$ cat src/rtl/digit_requester_pkg.sv
// Shared UART digit protocol: request byte, digit range and requester state encoding.
package digit_requester_pkg;

  localparam logic [7:0] REQUEST_BYTE = 8'hCC;
  localparam logic [3:0] DIGIT_MAX    = 4'd9;

  typedef enum logic [1:0] {
    IDLE      = 2'd0,
    SEND      = 2'd1,
    WAIT_RESP = 2'd2,
    FINISH    = 2'd3
  } state_t;

  // A response is a digit only when the high nibble is clear and the low nibble is 0..9.
  function automatic logic is_digit(input logic [7:0] b);
    return (b[7:4] == 4'd0) && (b[3:0] <= DIGIT_MAX);
  endfunction

endpackage

$ cat src/rtl/digit_requester.sv
// Sends REQUEST_BYTE over UART and waits for a one-byte digit reply, retrying on timeout.
// tx_send two cycles after start (waits while tx_busy); done two cycles after the reply's rx_ready rise.
module digit_requester
  import digit_requester_pkg::*;
#(
  parameter int TIMEOUT_CYCLES = 5_000_000,
  parameter int MAX_RETRIES    = 2
) (
  input  logic       clk,
  input  logic       rst,
  input  logic       start,
  output logic [7:0] tx_data,
  output logic       tx_send,
  input  logic       tx_busy,
  input  logic [7:0] rx_data,
  input  logic       rx_ready,
  output logic       busy,
  output logic       done,
  output logic [3:0] digit,
  output logic       err_timeout,
  output logic       err_invalid,
  output logic [1:0] retry_cnt
);

  localparam int CNT_W = (TIMEOUT_CYCLES > 1) ? $clog2(TIMEOUT_CYCLES) : 1;
  localparam logic [CNT_W-1:0] CNT_LAST = CNT_W'(TIMEOUT_CYCLES - 1);

  state_t           state;
  state_t           state_nxt;
  logic [CNT_W-1:0] cnt;
  logic             rx_ready_prev;
  logic             byte_evt;
  logic             timed_out;
  logic             can_retry;

  logic do_accept;
  logic do_send;
  logic do_digit;
  logic do_invalid;
  logic do_retry;
  logic do_timeout;
  logic do_finish;
  logic cnt_inc;

  assign byte_evt  = rx_ready & ~rx_ready_prev;
  assign timed_out = (cnt == CNT_LAST);
  assign can_retry = ({30'd0, retry_cnt} < 32'(MAX_RETRIES));

  always_ff @(posedge clk) begin
    if (rst) begin
      state <= IDLE;
    end else begin
      state <= state_nxt;
    end
  end

  always_comb begin
    state_nxt = IDLE;
    case (state)
      IDLE:      state_nxt = start ? SEND : IDLE;
      SEND:      state_nxt = tx_busy ? SEND : WAIT_RESP;
      WAIT_RESP: begin
        // A reply landing on the timeout cycle still counts as a reply.
        if (byte_evt) begin
          state_nxt = FINISH;
        end else if (timed_out) begin
          state_nxt = can_retry ? SEND : FINISH;
        end else begin
          state_nxt = WAIT_RESP;
        end
      end
      FINISH:    state_nxt = IDLE;
      default:   state_nxt = IDLE;
    endcase
  end

  always_comb begin
    do_accept  = 1'b0;
    do_send    = 1'b0;
    do_digit   = 1'b0;
    do_invalid = 1'b0;
    do_retry   = 1'b0;
    do_timeout = 1'b0;
    do_finish  = 1'b0;
    cnt_inc    = 1'b0;
    case (state)
      IDLE:      do_accept = start;
      SEND:      do_send   = ~tx_busy;
      WAIT_RESP: begin
        if (byte_evt) begin
          do_digit   = is_digit(rx_data);
          do_invalid = ~is_digit(rx_data);
        end else if (timed_out) begin
          do_retry   = can_retry;
          do_timeout = ~can_retry;
        end else begin
          cnt_inc = 1'b1;
        end
      end
      FINISH:    do_finish = 1'b1;
      default:   ;
    endcase
  end

  always_ff @(posedge clk) begin
    if (rst) begin
      tx_data       <= 8'h00;
      tx_send       <= 1'b0;
      busy          <= 1'b0;
      done          <= 1'b0;
      digit         <= 4'd0;
      err_timeout   <= 1'b0;
      err_invalid   <= 1'b0;
      retry_cnt     <= 2'd0;
      cnt           <= '0;
      rx_ready_prev <= 1'b0;
    end else begin
      rx_ready_prev <= rx_ready;
      tx_send       <= do_send;
      done          <= do_finish;
      if (do_accept) begin
        busy        <= 1'b1;
        err_timeout <= 1'b0;
        err_invalid <= 1'b0;
        retry_cnt   <= 2'd0;
      end
      if (do_send) begin
        tx_data <= REQUEST_BYTE;
        cnt     <= '0;
      end else if (cnt_inc && (cnt != CNT_LAST)) begin
        cnt <= cnt + 1'b1;
      end
      if (do_digit) begin
        digit <= rx_data[3:0];
      end
      if (do_invalid) begin
        err_invalid <= 1'b1;
      end
      if (do_retry && (retry_cnt != 2'd3)) begin
        retry_cnt <= retry_cnt + 2'd1;
      end
      if (do_timeout) begin
        err_timeout <= 1'b1;
      end
      if (do_finish) begin
        busy <= 1'b0;
      end
    end
  end

endmodule

$ cat config.mk
export PLATFORM = sky130hd
export DESIGN_NAME = digit_requester
export DESIGN_NICKNAME = d
export VERILOG_FILES = /design/src/rtl/digit_requester_pkg.sv /design/src/rtl/digit_requester.sv
export SDC_FILE = /design/constraint.sdc
export NUM_CORES = 1
export LEC_CHECK = 0
export BUFFER_PORTS_ARGS = -buffer_cell sky130_fd_sc_hd__buf_4
export CAP_MARGIN = 30
export CORE_ASPECT_RATIO = 0.7
export CORE_MARGIN = 5
export CORE_UTILIZATION = 40
export DETAILED_ROUTE_END_ITERATION = 8
export GPL_ROUTABILITY_DRIVEN = 0
export SLEW_MARGIN = 20
export SYNTH_ARGS = -nofsm -noshare
export SYNTH_HDL_FRONTEND = slang
export SYNTH_SLANG_ARGS = --single-unit
$ cat constraint.sdc
create_clock -name clk -period 2.1 [get_ports clk]
set_input_delay 0.21 -clock clk [delete_from_list [all_inputs] [get_ports clk]]
set_output_delay 0.21 -clock clk [all_outputs]
set_load 0.05 [all_outputs]
[Word-level counts from Yosys, hierarchy flattened]
Index checks and enable logic that the tools add are counted.
Word-level totals
  register bits after elaboration: 38
  bits of input ports: 13
  output and inout port bits: 19
  word-level logic and storage cells: 63
Cells by class
  $add $sub $neg: 2
  order comparisons: 2
  equal/unequal tests: 6
  muxes and demuxes: 27
  bitwise logic cells: 5
  reduce and logical (&&, ||, !) cells: 10
Operators by type and width (count)
  adder 23 x 1 -> 23 bit, second input constant: 1
  equality test 23 bit, second input constant: 1
  inequality test 23 bit, second input constant: 1
  two-way mux 1 bit: 20
  two-way mux 2 bit: 6
  case mux 2 bit (4 select lines): 1
  nonzero test 2 bit: 3
  equality test 2 bit, second input constant: 2
  less-or-equal comparator 4 bit, second input constant: 1
  zero test 4 bit: 1
  inverter 1 bit: 4
  OR reduction 2 bit: 2
  logical AND 1 bit: 3
  adder 2 x 1 -> 2 bit, second input constant: 1
  equality test 2 x 1 -> 1 bit, second input constant: 1
  zero test 2 bit: 1
  less-than comparator 2 bit, second input constant: 1
  inequality test 2 bit, second input constant: 1
  bitwise AND 1 bit: 1

[Depth between registers and ports, before layout]
  depth after elaboration: 6
  depth in mapped cells: 8
  depth with buffers taken out: 6

[Worst setup path before layout]
No wires, ideal clock.
  kind: register -> register
  start: register cnt[0]
  end: register cnt[10]
  setup time: 71 ps
  arrival time: 1841 ps
  data required time: 2029 ps
  setup slack: 189 ps
  stages on the path, launching flop included: 8
  buffers on the path: 1
  clock period less this slack: 1911 ps
  cells stage by stage: dfxtp_1 ha_1 and3_1 and4b_1 and4_1 buf_2 or4_1 a21oi_1
Between the ends
  word-level cells in the longest chain between the ends: 5
  elaborated cells between the ends (all ways): 7
  classes of those cells: add/sub (1); eq/ne (2); mux (3); reduce/logical (1)
RTL lines
  start: declaration: RTL line digit_requester.sv:30  | logic [CNT_W-1:0] cnt;
  start signal: assignment: RTL line digit_requester.sv:131  | cnt <= cnt + 1'b1;
  parallel branches: the longest is 5 deep, another holds adder 23 x 1 -> 23 bit
Parallel ways; which one is timed is not known.
A chain may end at the register's enable or synchronous reset.

[Worst setup path after layout]
  start: register cnt[15]
  end: register cnt[21]
The elaborated chain is that of the path after synthesis.

==> impl_metrics.py <==
metrics = {
    "status": {
        "outcome": "complete, no violations",
    },
    "timing": {
        "min_period_ns": 1.945,
        "final.setup_skew_ns": 0.006275,
        "relSlewSlack": 0.6369,
        "timing.setup.tns_ns": 0,
        "fmax_ghz": 0.5142,
        "holdWs_ns": 0.1509,
        "finalMaxSlewViolations": 0,
        "fin_crit_sh": 0.9262,
        "timing.final.hold_violations": 0,
        "setup_violations": 0,
        "setup_ws_ns": 0.1551,
        "worst_slew_pin_slew_ns": 0.5371,
        "grt_setup_unrepaired": "no",
    },
    "global_route": {
        "grt_use_met3": 0.04066,
        "gr-total-overflow": 0,
        "grt_max_degree": 27,
        "grt.total_usage": 0.1696,
        "gr-usage-met1": 0.2629,
        "grt_use_met2": 0.2179,
        "grt_pass1_wl_mm": 8.211,
        "busiest_layer": "met1",
        "grt_pass1_vias": 1576,
        "antenna_found_initial": 0,
    },
    "layout": {
        "final_area_um2": 2366,
        "area_growth_pct": 22.71,
        "antennaDiodeCount": 0,
        "fill_cells": 471,
        "stdcell_count": 320,
        "nNetsFinal": 277,
        "utilization": 0.5003,
        "layout_commonest_cell": "buf_4",
        "mostFrequentLayoutCells": "buf_4 (42), dfxtp_1 (38), nor2_1 (24)",
        "drive_gt1_frac": 0.2243,
    },
    "clock_tree": {
        "ctsHtreeMaxLevel": 2,
        "clock-sinks": 38,
        "cts_tree": "built",
        "cts_root_buf": "clkbuf_8",
        "cts_buffers": 5,
        "clock_latency_ns": 0.29,
        "path_clk_slew_ns": 0.08,
        "clockBufferDepth": 2,
    },
    "placed_design": {
        "placed_area_um2": 2226,
        "hpwlAfterDp_mm": 3.667,
        "pre_cts_ws_ns": 0.05123,
        "port_buffers": 27,
        "dp_cells": 312,
    },
    "synthesis": {
        "synthArstFlopShare": 0,
        "ys.flop_type": "dfxtp_1",
        "synth-seq-area-share": 0.3945,
        "yosys_warnings": 0,
        "synth_edf_count": 0,
        "syn_area_um2": 1928,
        "syn_area_per_cell_um2": 8.457,
        "synthCells": 228,
        "yosysUniqueCellTypes": 45,
        "ys_ff_latch": 38,
    },
    "drt": {
        "wl_per_cell_um": 15.10,
        "avgViaCountPerCell": 5.528,
        "first_pass_iters": 4,
        "num_vias": 1769,
        "remaining_drc_errors": 0,
        "final_antenna_net_count": 0,
        "routed_wl_mm": 4.833,
        "drt_iter0_drc": 103,
    },
    "power_and_ir_drop": {
        "p_total_mw": 1.638,
        "static-leakage-power_nw": 0.9396,
        "peakVddDrop_v": 0.0003406,
        "power.density_nw_per_um2": 692.4,
    },
    "setup_path": {
        "cp_data_required_time_ns": 2.33,
        "path_max_fanout": 6,
        "worst_ep_arrival_time_ns": 2.17,
        "worst_setup_path_start_kind": "register",
        "worstSetupEndpointType": "register",
        "path_class": "reg -> reg",
    },
    "floorplan": {
        "io_pins": 32,
        "die_h_um": 68.09,
        "start_util": 0.4077,
        "die_w_um": 92.98,
        "dieArea_um2": 6331,
        "core_area_um2": 4730,
        "rows": 21,
    },
    "worst_hold_path": {
        "worstHoldPathType": "in -> reg",
    },
    "job": {
        "cap_viol_max_count": 0,
    },
}
area by class of cell:
cell class,count,area (µm²),share of cell area
multi-input combinational,171,1066,0.4506
sequential,38,760.7,0.3215
timing repair buffer,42,315.3,0.1333
tap,57,71.32,0.03014
clock buffer,5,68.82,0.02909
clock inverter,3,68.82,0.02909
inverter,4,15.01,0.006346
synth_stat cells, drive strengths merged, types with 2 or more instances:
library cell  instances  area, µm²
nand4                11      68.82
and4                  5      47.55
a41o                  2      20.02
or3                   3      18.77
inv                   4      15.01
and2                  3      18.77
nor4b                 3      26.28
o31ai                 9      67.56
or2                   2      12.51
nand2                17      66.32
o21ai                 4      20.02
nand3                10      50.05
dfxtp                38      760.7
a21oi                18      90.09
nor3                  3      15.01
buf                  12      77.58
nor4                  4      25.02
or4                   9      71.32
clkbuf                6      22.52
xnor2                 2      17.52
nor2                 24      90.09
nor2b                 3      18.77
and3                  4      30.03
mux2i                 6      60.06
a31oi                 3      18.77
ha                    2      25.02
xor2                  4      35.03
nand2b                3      18.77
nand4b                4      35.03
o41ai                 3      26.28
layer usage:
layer / share of wire / wire length, µm / vias to the layer above
met5: 0 / 0 / -
met4: 0.014 / 68 / 0
met3: 0.055 / 266 / 4
met2: 0.38 / 1848 / 42
met1: 0.55 / 2650 / 814
li1: - / - / 909
worst max-delay path, cell delays in order, from the launching register on:
cell     delay, ns
dfxtp_1       0.45
and4_4        0.27
nand2_2       0.07
or4_4         0.53
or4_1         0.40
a21oi_1       0.15
sequential cells by signal, summed over array words and instances, names as in the netlist, 2 cells and up:
| name | cells |
|---|---|
| cnt | 23 |
| digit | 4 |
| retry_cnt | 2 |
| state | 2 |
final timing paths:
check	startpoint	to	slack, ns	depth (start not counted)
setup reg to reg	cnt[15]	cnt[21]	0.16	5
setup / recovery	cnt[15]	cnt[21]	0.16	5
hold / removal	rx_data[0]	digit[0]	0.15	3
hold reg to reg	err_timeout	err_timeout	0.45	2
cell families (layout without fill, tap and decap cells):
| logic type | Yosys count | after routing | share of synthesized area |
|---|---|---|---|
| simple gates | 111 | 111 | 0.3336 |
| compound gates | 42 | 42 | 0.1389 |
| flops | 38 | 38 | 0.3945 |
| buf+inv | 22 | 54 | 0.05970 |
| xor+xnor | 6 | 6 | 0.02725 |
| mux | 6 | 6 | 0.03115 |
| fa+ha+maj | 2 | 2 | 0.01298 |
| other cells | 1 | 4 | 0.001945 |
report_power, final:
group          switching [mW]  leakage [nW]  internal, mW
Clock                   0.271        0.0683         0.476
Combinational           0.105         0.564        0.0461
Sequential             0.0104         0.307         0.730
timing repair:
action                     in CTS  in global routing
hold buffers                    0                  0
setup endpoints to repair       0                 11
setup buffers                   0                  0
resized for setup               0                  2
Note: power is estimated with default switching activity, not from simulation.
